==> src/rtl/noc_types_pkg.sv <==
// ============================================================================
// Module      : noc_types
// Description : Shared flit type for the inter-node link.
// Revision    : 1.0 - initial release
// ============================================================================
`default_nettype none

package noc_types;
    typedef logic [31:0] flit_t;
endpackage

`default_nettype wire

==> src/rtl/node_port_tx_if.sv <==
// ============================================================================
// Module      : node_port
// Description : Inter-node link bundle: flit/enable toward downstream, ack back.
// Revision    : 1.0 - initial release
// ============================================================================
`default_nettype none

interface node_port;
    noc_types::flit_t flit;
    logic             enable;
    logic             ack;

    modport up   (output flit, output enable, input  ack);
    modport down (input  flit, input  enable, output ack);
endinterface

`default_nettype wire

==> src/rtl/node_port_tx.sv <==
// ============================================================================
// Module      : node_port_tx
// Description : Transmit endpoint: valid/ready intake, DEPTH-entry FIFO, and a
//               hold-until-ack link driver with a saturating stall counter.
// Revision    : 1.0 - initial release
// ============================================================================
`default_nettype none

module node_port_tx #(
    parameter int DEPTH   = 4,
    parameter int STALL_W = 16
) (
    input  wire logic                       clk,
    input  wire logic                       rst_n,
    input  wire noc_types::flit_t           in_flit,
    input  wire logic                       in_valid,
    output logic                            in_ready,
    node_port.up                            up,
    output logic [$clog2(DEPTH+1)-1:0]      count,
    output logic [STALL_W-1:0]              stall_cnt
);

    localparam int c_aw = $clog2(DEPTH);
    localparam int c_cw = $clog2(DEPTH + 1);

    typedef enum logic [0:0] {
        ST_IDLE = 1'b0,
        ST_SEND = 1'b1
    } state_t;

    noc_types::flit_t   r_mem [DEPTH];
    logic [c_aw-1:0]    r_wptr;
    logic [c_aw-1:0]    r_rptr;
    logic [c_cw-1:0]    r_count;
    state_t             r_state;
    noc_types::flit_t   r_flit;
    logic               r_ready;
    logic [STALL_W-1:0] r_stall;

    logic               w_push;
    logic               w_pop;
    logic [c_cw-1:0]    w_count_nxt;
    logic [c_aw-1:0]    w_rptr_nxt;
    noc_types::flit_t   w_head_nxt;

    assign w_push = in_valid && r_ready;
    assign w_pop  = (r_state == ST_SEND) && up.ack;

    always_comb begin
        w_count_nxt = r_count + c_cw'(w_push) - c_cw'(w_pop);
        w_rptr_nxt  = r_rptr + c_aw'(w_pop);
        // The next head may be the flit being written this very edge.
        if (w_push && (w_rptr_nxt == r_wptr)) begin
            w_head_nxt = in_flit;
        end else begin
            w_head_nxt = r_mem[w_rptr_nxt];
        end
    end

    always_ff @(posedge clk) begin
        if (w_push) begin
            r_mem[r_wptr] <= in_flit;
        end
    end

    always_ff @(posedge clk or negedge rst_n) begin
        if (!rst_n) begin
            r_wptr  <= '0;
            r_rptr  <= '0;
            r_count <= '0;
            r_state <= ST_IDLE;
            r_flit  <= '0;
            r_ready <= 1'b0;
            r_stall <= '0;
        end else begin
            r_wptr  <= r_wptr + c_aw'(w_push);
            r_rptr  <= w_rptr_nxt;
            r_count <= w_count_nxt;
            r_ready <= (w_count_nxt != c_cw'(DEPTH));

            case (r_state)
                ST_IDLE: if (w_push)             r_state <= ST_SEND;
                ST_SEND: if (w_count_nxt == '0)  r_state <= ST_IDLE;
                default:                         r_state <= ST_IDLE;
            endcase

            r_flit <= (w_count_nxt != '0) ? w_head_nxt : '0;

            if ((r_state != ST_SEND) || w_pop) begin
                r_stall <= '0;
            end else if (r_stall != {STALL_W{1'b1}}) begin
                r_stall <= r_stall + 1'b1;
            end
        end
    end

    assign in_ready  = r_ready;
    assign up.flit   = r_flit;
    assign up.enable = (r_state == ST_SEND);
    assign count     = r_count;
    assign stall_cnt = r_stall;

endmodule

`default_nettype wire

==> src/flat_wrapper.sv <==
// flat-port wrapper written by rule: the top's interface ports become plain ports
module node_port_tx_flat 
#(
    parameter int DEPTH   = 4,
    parameter int STALL_W = 16
)
  (clk, rst_n, in_flit, in_valid, in_ready, count, stall_cnt, up_flit, up_enable, up_ack);
  node_port up_i ();
  input  wire logic clk;
  input  wire logic rst_n;
  input  wire noc_types::flit_t in_flit;
  input  wire logic in_valid;
  output logic in_ready;
  output logic [$clog2(DEPTH+1)-1:0] count;
  output logic [STALL_W-1:0] stall_cnt;
  output wire logic [$bits(up_i.flit)-1:0] up_flit;
  output wire logic [$bits(up_i.enable)-1:0] up_enable;
  input wire logic [$bits(up_i.ack)-1:0] up_ack;
  assign up_flit = up_i.flit;
  assign up_enable = up_i.enable;
  assign up_i.ack = up_ack;
  node_port_tx #(.DEPTH(DEPTH), .STALL_W(STALL_W)) u_core (.clk(clk), .rst_n(rst_n), .in_flit(in_flit), .in_valid(in_valid), .in_ready(in_ready), .up(up_i), .count(count), .stall_cnt(stall_cnt));
endmodule
==> config.mk <==
export PLATFORM = sky130hd
export DESIGN_NAME = node_port_tx_flat
export DESIGN_NICKNAME = d
export VERILOG_FILES = /design/src/rtl/noc_types_pkg.sv /design/src/rtl/node_port_tx_if.sv /design/src/rtl/node_port_tx.sv /design/src/flat_wrapper.sv
export SDC_FILE = /design/constraint.sdc
export NUM_CORES = 1
export LEC_CHECK = 0
export BUFFER_PORTS_ARGS = -buffer_cell sky130_fd_sc_hd__buf_4
export CORE_ASPECT_RATIO = 1.25
export CORE_MARGIN = 10
export CORE_UTILIZATION = 57
export DETAILED_ROUTE_END_ITERATION = 10
export PLACE_DENSITY_LB_ADDON = 0.05
export SLEW_MARGIN = 20
export SYNTH_ARGS = -nofsm -noshare
export SYNTH_HDL_FRONTEND = slang
export SYNTH_SLANG_ARGS = --single-unit
==> constraint.sdc <==
create_clock -name clk -period 4.7 [get_ports clk]
set_input_delay 0.47 -clock clk [delete_from_list [all_inputs] [get_ports clk]]
set_output_delay 0.47 -clock clk [all_outputs]
set_load 0.03 [all_outputs]
==> results.cfg, run 1 <==
[yosys]
ys.flop_type = edfxtp_1
synthMuxAreaShare_pct = 14.7
syn_area_per_cell_um2 = 18.1
synth-compound-area-share_pct = 1.82
synth_top_family_by_area = multiplexers
synth_fa_ha_area_share_pct = 1.15
syn_area_mm2 = 0.00721
synth_cell_types = 41
yosys.area.top_type = edfxtp_1
synthArstFlopShare_pct = 30.8
netlist.area_leader.share_pct = 53.3
synth_xor_area_share_pct = 1.28
postSynthCellCount = 399
synthTopCellsByArea = edfxtp_1 (53%), dfrtp_1 (20%), mux4_2 (10%), mux2i_1 (4.7%), nor2_1 (2.1%)
ys_seq_area_share_pct = 73.1
syn_nets = 441
ys_ff_latch = 185
synth_enable_flop_cells = 128
yosysWarnings = 0
synth-simple-area-share_pct = 6.49

[floorplan]
row_count = 45
dieArea_mm2 = 0.0176
top_level_ports = 89
die_h_um = 146
start_util_pct = 58.8
die_x_um = 121
core_area_mm2 = 0.0123

[setup_path]
critPathKind = reg2reg
crit_path_start_kind = flip-flop
cp.required_ns = 4.99
end_kind = flip-flop
worstPathArrival_ns = 3.23
cp_max_fo = 25
reg2reg_depth = 11

[timing]
finalSetupViolCount = 0
period_needed_ns = 2.94
clock_skew_ns = 0.00657
period_share_pct = 62.6
timing.slew.headroom_pct = 40.0
max_freq_ghz = 0.340
finalMaxSlewViolations = 0
setup_ws_ns = 1.76
rsz0062_at_grt = no
hold_viol = 0
tightest_slew_ns = 0.900
tns_ns = 0
whs_ns = 0.131

[placement]
dpl.hpwl_mm = 8.60
place_ws_ns = 1.57
dpl_cell_area_mm2 = 0.00809
portBuffers = 88
routabilityCongestion = 0.787

[global_routing]
antenna_found_initial = 0
grt_pass1_wl_mm = 22.0
grt.overflow.total = 0
grt_max_degree = 58
grtUsageTotal_pct = 16.1
grt_pass1_vias = 4131

[final_layout]
design_area_mm2 = 0.00877
num-fill-cells = 812
fin_nets = 539
antennaDiodeCount = 0
syn_to_final_growth_pct = 21.5
layout-drive-gt1-share_pct = 32.9

[route]
postRouteAntennaNets = 0
wl_mm = 13.9
dr.pass1.iters = 4
drt-initial-drc-count = 155
vias_per_cell = 5.72
post-route-drc-count = 0
wire_per_inst_um = 20.6
dr_total_vias = 3853

[run_status]
status = finished, final reports clean

[clocking]
cts_setup_buffers = 0
cts_tree = built
clock-sinks = 185
clk_path_buf_depth = 2
hold_buffers = 0
cts_max_level = 4
path_clk_slew_ns = 0.07
cts_resized = 0
root_buffer = clkbuf_16
cts-buffers-inserted = 17
insertion_delay_ns = 0.42

[run]
timing.max_cap.violations = 0

[power]
powerDensity_mw_per_mm2 = 710
p_leak_nw = 3.50
ir_drop_mv = 0.410

[worst_hold_path]
min_path_type = in2async
metal layers:
layer / vias to the layer above / GRT usage [%] / routed length, um
li1: 1736 / - / -
met1: 2013 / 19.4 / 5760
met2: 90 / 26.7 / 7260
met3: 14 / 4.77 / 651
met4: 0 / 5.56 / 199
met5: - / 0 / 0
area by class of cell:
class | count | area, um2 | area share, %
clock buffers | 20 | 447 | 5.10
clock inverters | 12 | 196 | 2.24
inverters | 5 | 18.8 | 0.214
multi-input cells | 192 | 1890 | 21.5
flip-flops and latches | 185 | 5270 | 60.1
well taps | 164 | 205 | 2.34
repair buffers | 96 | 741 | 8.45
state kept, by name, summed over array words and instances, names as in the netlist:
| name | count |
|---|---|
| u_core.r_wptr | 2 |
| u_core.in_ready | 1 |
| u_core.r_rptr | 2 |
| u_core.r_mem | 128 |
| u_core.stall_cnt | 16 |
| u_core.up.flit | 32 |
| u_core.up.enable | 1 |
| u_core.count | 3 |
cells in the mapped netlist, types with 3 or more instances:
cell,n
a21oi_1,7
a31oi_1,3
buf_2,9
buf_4,3
clkbuf_1,4
dfrtp_1,57
edfxtp_1,128
ha_1,5
inv_1,5
mux2i_1,34
mux4_2,32
nand2_1,10
nand2b_1,3
nand3_1,7
nand4_1,4
nor2_1,41
nor3_1,4
o21ai_0,4
or4_1,4
xnor2_1,6
cell usage in the layout (no fill, tap or decap), types with 3 or more instances in the layout:
master,instances
ha_1,4
a21oi_1,7
nand2b_1,3
nand4_1,4
o21ai_0,4
nand2_1,10
edfxtp_1,128
xnor2_1,6
a31oi_1,3
mux2i_1,34
nor3_1,3
or4_1,4
nor2_1,39
buf_4,94
inv_1,5
bufinv_16,5
mux4_2,32
clkbuf_16,17
dfrtp_1,57
nand3_1,6
report_power, final:
| group | internal, mW | switching [mW] | leakage, nW |
|---|---|---|---|
| combinational | 1.01 | 1.34 | 1.32 |
| clock | 0.957 | 0.575 | 0.308 |
| sequential | 2.19 | 0.149 | 1.88 |
worst paths after layout:
path                                  startpoint             endpoint  slack, ns
min in group clk                     in_flit[17]  u_core.r_mem[3][17]       0.26
worst min register to register  u_core.up.enable     u_core.up.enable       0.55
max in group asynchronous                  rst_n   u_core.up.flit[30]       4.06
worst max register to register  u_core.up.enable    u_core.up.flit[1]       1.76
worst max-delay path            u_core.up.enable    u_core.up.flit[1]       1.76
worst min-delay path                       rst_n    u_core.up.flit[6]       0.13
per-stage QoR:
step                      cells  util (%)  total power, mW
final                       674      71.4             6.22
after global routing        674      71.4             6.58
after CTS                   672      71.1             6.30
after detailed placement    640      65.9             4.76
after global placement      640      65.9             4.70
after floorplan             399         -             4.02
cells by family (layout without fill, tap and decap cells):
kind of cell | Yosys count | in the layout
buffers and inverters | 22 | 133
adders and majority gates | 6 | 6
and+or+nand+nor | 90 | 90
AOI/OAI and AO/OA | 21 | 21
xor gates and xnor gates | 9 | 9
DFF | 185 | 185
muxes | 66 | 66
critical path: stages (launching register included):
cell	delay, ns
dfrtp_1	0.43
and2_1	0.18
ha_1	0.27
inv_1	0.06
ha_1	0.13
inv_1	0.05
fa_1	0.37
xnor2_1	0.14
xnor2_1	0.17
nor3_2	0.46
buf_4	0.43
nor2_1	0.11
Note: power is estimated with default switching activity, not from simulation.
==> run 2, diff against run 1 <==
Settings changed: CORE_UTILIZATION 57 to 52.
Clock period 4.7 ns to 2.4 ns, I/O delays scaled along.
==> run 2 against run 1 <==
Against the previous run:
- count of clock-buffer cells in the layout down 2
- critical endpoint is now u_core.up.flit[7]
- critical path type unchanged
- design area grew 5.4%
- clock skew grew 0.0016 ns
- sequential power up 96%
- utilization is 3.9 points lower
- power grew 120%
- highest routed layer unchanged
- die area is 8.1% higher
- non-clock buffer count up 19
==> results.cfg, run 2 (synthesis results as in run 1) <==
[power]
p_leak_nw = 3.67
ir_drop_mv = 0.891
powerDensity_mw_per_mm2 = 1490

[run]
timing.max_cap.violations = 0

[timing]
timing.slew.headroom_pct = 48.4
finalMaxSlewViolations = 0
period_share_pct = 99.4
rsz0062_at_grt = yes
hold_viol = 0
whs_ns = 0.0208
finalSetupViolCount = 0
setup_ws_ns = 0.0143
max_freq_ghz = 0.419
clock_skew_ns = 0.00815
tightest_slew_ns = 0.775
period_needed_ns = 2.39

[floorplan]
die_h_um = 152
die_x_um = 125
start_util_pct = 52.7
core_area_mm2 = 0.0137
row_count = 48
top_level_ports = 89
dieArea_mm2 = 0.0190

[clocking]
cts_tree = built
cts-buffers-inserted = 17
path_clk_slew_ns = 0.06
clk_path_buf_depth = 2
insertion_delay_ns = 0.43
clock-sinks = 185
cts_max_level = 4
root_buffer = clkbuf_16

[route]
wl_mm = 15.4
wire_per_inst_um = 21.9
post-route-drc-count = 0
dr_total_vias = 3932
dr.pass1.iters = 4
drt-initial-drc-count = 187
vias_per_cell = 5.59
postRouteAntennaNets = 0

[final_layout]
num-fill-cells = 949
mostFrequentLayoutCell = edfxtp_1
largest_reg_flops = 128
syn_to_final_growth_pct = 28.2
multi_input_area_mm2 = 0.00206
fin_nets = 558
post-route-util_pct = 67.5
antennaDiodeCount = 0
regMostFlops = u_core.r_mem
regArea_mm2 = 0.00527
layout-drive-gt1-share_pct = 41.0
mostFrequentLayoutCells = edfxtp_1 (128), buf_4 (101), dfrtp_1 (55)

[global_routing]
antenna_found_initial = 0
grtUsageTotal_pct = 16.4
grt_max_degree = 58
grt_pass1_vias = 4281
grt_pass1_wl_mm = 23.8
grt.overflow.total = 0

[placement]
portBuffers = 88
place_ws_ns = -0.0544
dpl.hpwl_mm = 9.28
routabilityCongestion = 0.760

[setup_path]
cp.required_ns = 2.71
cp_max_fo = 8
crit_path_start_kind = flip-flop
reg2reg_depth = 12
critPathKind = reg2reg
end_kind = flip-flop
worstPathArrival_ns = 2.70

[worst_hold_path]
min_path_type = in2reg
hold-path-cell-count = 1

[run_status]
status = finished, final reports clean
==> run 2: layer usage <==
layer	part of all wire (%)	GRT usage [%]
met5	0	0
met4	0.97	5.36
met3	3.4	4.52
met2	54	28.3
met1	42	19.5
==> run 2: critical path: stages (launching register included) <==
cell,delay (ns)
dfrtp_2,0.40
and2_4,0.15
ha_4,0.21
inv_4,0.05
ha_4,0.12
inv_2,0.03
fa_2,0.34
xnor2_2,0.15
xnor2_2,0.18
nor3_4,0.23
buf_6,0.16
clkbuf_16,0.18
nor2_1,0.06
==> run 2: final cells by class <==
class                           count  area share [%]
Clock buffer                       18            4.64
Inverter                            5           0.230
Clock inverter                     14            2.38
Sequential cell                   185            57.0
Tap cell                          175            2.37
Multi-Input combinational cell    192            22.3
Timing Repair Buffer              115            11.0
==> run 2: report_power, final <==
group,switching (mW),total [mW],internal [mW]
sequential,0.300,4.58,4.28
clock,1.18,3.04,1.86
combinational,3.29,6.15,2.86
==> run 2: worst paths after layout <==
kind / start / endpoint / slack (ns)
setup / recovery: u_core.up.enable / u_core.up.flit[7] / 0.01
hold / removal: in_flit[23] / u_core.r_mem[0][23] / 0.02
setup reg to reg: u_core.up.enable / u_core.up.flit[7] / 0.01
hold reg to reg: u_core.stall_cnt[2] / u_core.stall_cnt[2] / 0.56
max in group asynchronous: rst_n / u_core.up.enable / 1.41
min in group asynchronous: rst_n / u_core.up.flit[2] / 0.44
==> run 2: what timing repair did <==
action,4_1_cts,5_1_grt
pin swaps,1,18
buffers inserted,2,1
gates resized for setup,2,38
hold endpoints to repair,57,0
hold buffers,1,0
setup endpoints to repair,32,32
cloned,1,2
==> run 2: stage by stage <==
| stage | area, um2 | setup TNS [ns] | total power, mW | instances |
|---|---|---|---|---|
| 6_report | 9240 | 0 | 13.8 | 704 |
| 5_1_grt | 9240 | -1.48 | 14.5 | 704 |
| 4_1_cts | 9050 | 0 | 13.1 | 701 |
| 3_5_place_dp | 8340 | -1.25 | 9.82 | 665 |
| 3_3_place_gp | 8340 | 0 | 9.67 | 665 |
| 2_1_floorplan | 7260 | -22.75 | 7.98 | 399 |
==> run 3, diff against run 2 <==
Settings changed: CORE_UTILIZATION 52 to 54, CTS_BUF_LIST set to sky130_fd_sc_hd__clkbuf_4 sky130_fd_sc_hd__clkbuf_8.
==> run 3 against run 2 <==
Against the previous run:
- register-to-register slack better by 0.03 ns
- setup slack improved by 0.034 ns
- cell count is 4.0% higher
- sequential power about the same
- fmax up 1.4%
- via count grew 2.7%
- routed wire length decreased by 3.3%
- count of clock-buffer cells in the layout did not move
- combinational power decreased by 3.6%
- clock power is 35% lower
- sequential share of layout area down 0.054 points
- power is 9.4% lower
- critical endpoint is now u_core.up.flit[30]
- largest cell class unchanged
- largest power group unchanged
- highest routed layer unchanged
==> results.cfg, run 3 (synthesis results as in run 1) <==
[floorplan]
die_x_um = 123
die_h_um = 149
row_count = 47
start_util_pct = 54.7
dieArea_mm2 = 0.0184
top_level_ports = 89
core_area_mm2 = 0.0132

[global_routing]
grtUsageTotal_pct = 16.5
grt.overflow.total = 0
antenna_found_initial = 0
grt_pass1_vias = 4384
grt_max_degree = 58
grt_pass1_wl_mm = 23.2

[final_layout]
regArea_mm2 = 0.00527
layout-drive-gt1-share_pct = 39.4
regMostFlops = u_core.r_mem
finalNonFillerCells = 732
fin_nets = 590
design_area_mm2 = 0.00925
multi_input_area_mm2 = 0.00203
mostFrequentLayoutCells = edfxtp_1 (128), buf_4 (103), dfrtp_1 (55)
mostFrequentLayoutCell = edfxtp_1
num-fill-cells = 896
syn_to_final_growth_pct = 28.3
largest_reg_flops = 128
antennaDiodeCount = 0

[clocking]
cts_tree = built
cts-buffers-inserted = 17
path_clk_slew_ns = 0.10
root_buffer = clkbuf_8
clock-sinks = 185
clk_path_buf_depth = 2
insertion_delay_ns = 0.45
cts_max_level = 4

[setup_path]
crit_path_start_kind = flip-flop
cp.required_ns = 2.74
critPathKind = reg2reg
worstPathArrival_ns = 2.70
end_kind = flip-flop
cp_max_fo = 6

[run]
timing.max_cap.violations = 0

[route]
post-route-drc-count = 0
postRouteAntennaNets = 0
dr_total_vias = 4040
wire_per_inst_um = 20.4
vias_per_cell = 5.52
dr.pass1.iters = 4
wl_mm = 14.9
drt-initial-drc-count = 234

[timing]
finalMaxSlewViolations = 0
max_freq_ghz = 0.425
timing.slew.headroom_pct = 45.8
clock_skew_ns = 0.0126
period_needed_ns = 2.35
tightest_slew_ns = 0.813
finalSetupViolCount = 0
setup_ws_ns = 0.0483
rsz0062_at_grt = yes
period_share_pct = 98.0
hold_viol = 0
tns_ns = 0

[placement]
dpl_cell_area_mm2 = 0.00828
place_ws_ns = -0.0143
routabilityCongestion = 0.724
place_inst = 659
portBuffers = 88
dpl.hpwl_mm = 8.96

[run_status]
status = finished, final reports clean

[power]
power.internal_mw = 7.97
ir_drop_mv = 0.603
p_clk_share_pct = 15.9
p_seq_share_pct = 36.6
p_leak_nw = 3.67
power.switching_mw = 4.52
p_sw_share_pct = 36.2
pwr-share-comb_pct = 47.5
powerDensity_mw_per_mm2 = 1350

[worst_hold_path]
min_path_type = in2reg
run 3: cell count changes in the layout (fill, tap and decap cells not counted), moves of 3 or more:
cell	before	now
clkbuf_8	0	17
nor2_4	15	6
clkbuf_16	19	4
buf_12	7	4
nor2_2	7	16
bufinv_16	5	1
dlygate4sd3_1	1	33
run 3: final cells by class:
type | count | share of cell area, %
well taps | 171 | 2.31
repair buffers | 147 | 14.5
multi-input cells | 192 | 21.9
clock buffers | 18 | 2.61
clock inverters | 14 | 1.51
inverters | 5 | 0.203
flip-flops and latches | 185 | 57.0
run 3: final timing paths:
path	slack, ns	end	start	cells past startpoint
max in group asynchronous	1.39	u_core.in_ready	rst_n	2
worst min register to register	0.57	u_core.stall_cnt[2]	u_core.stall_cnt[2]	1
worst max-delay path	0.05	u_core.up.flit[30]	u_core.up.enable	12
min in group asynchronous	0.42	u_core.up.flit[6]	rst_n	2
worst min-delay path	0.21	u_core.stall_cnt[7]	up_ack	3
worst max register to register	0.05	u_core.up.flit[30]	u_core.up.enable	12
run 3: worst max-delay path, stage by stage, from the launching register on:
cell and delay [ns]:
dfrtp_2 0.41, and2_4 0.15, ha_4 0.20, inv_2 0.06, ha_4 0.12, inv_2 0.03
fa_2 0.35, xnor2_2 0.23, xnor2_2 0.13, nor3_4 0.12, buf_6 0.21, clkbuf_16 0.18
nor2_1 0.05
run 3: through the flow:
stage          util [%]  power [mW]  hold slack (ns)
2_1_floorplan         -        7.98          -0.0556
3_3_place_gp       62.9        9.56            0.368
3_5_place_dp       62.9        9.69            0.380
4_1_cts            68.6        12.0          0.00413
5_1_grt            70.2        13.2            0.209
6_report           70.2        12.5            0.213
run 3: what timing repair did:
action                     4_1_cts  5_1_grt
gates cloned                     1        4
pin swaps                        3       10
hold buffers                    32        1
resized for setup                4       29
setup endpoints to repair       33       33
buffers inserted                 2        1
hold endpoints to repair       181        4
run 3: routing by layer:
metal / track usage (%) / vias to the layer above / wire, um
met5: 0 / - / 0
met4: 4.55 / 0 / 138
met3: 4.55 / 13 / 748
met2: 28.9 / 85 / 8050
met1: 19.6 / 2096 / 5990
li1: - / 1846 / -
run 3: power groups by stage:
stage | logic [mW] | clock network [mW] | registers, mW
2_1_floorplan | 2.76 | 0 | 5.22
3_3_place_gp | 4.95 | 0 | 4.61
3_5_place_dp | 5.04 | 0 | 4.65
4_1_cts | 5.34 | 2.04 | 4.58
5_1_grt | 6.42 | 2.17 | 4.65
6_report | 5.93 | 1.99 | 4.57
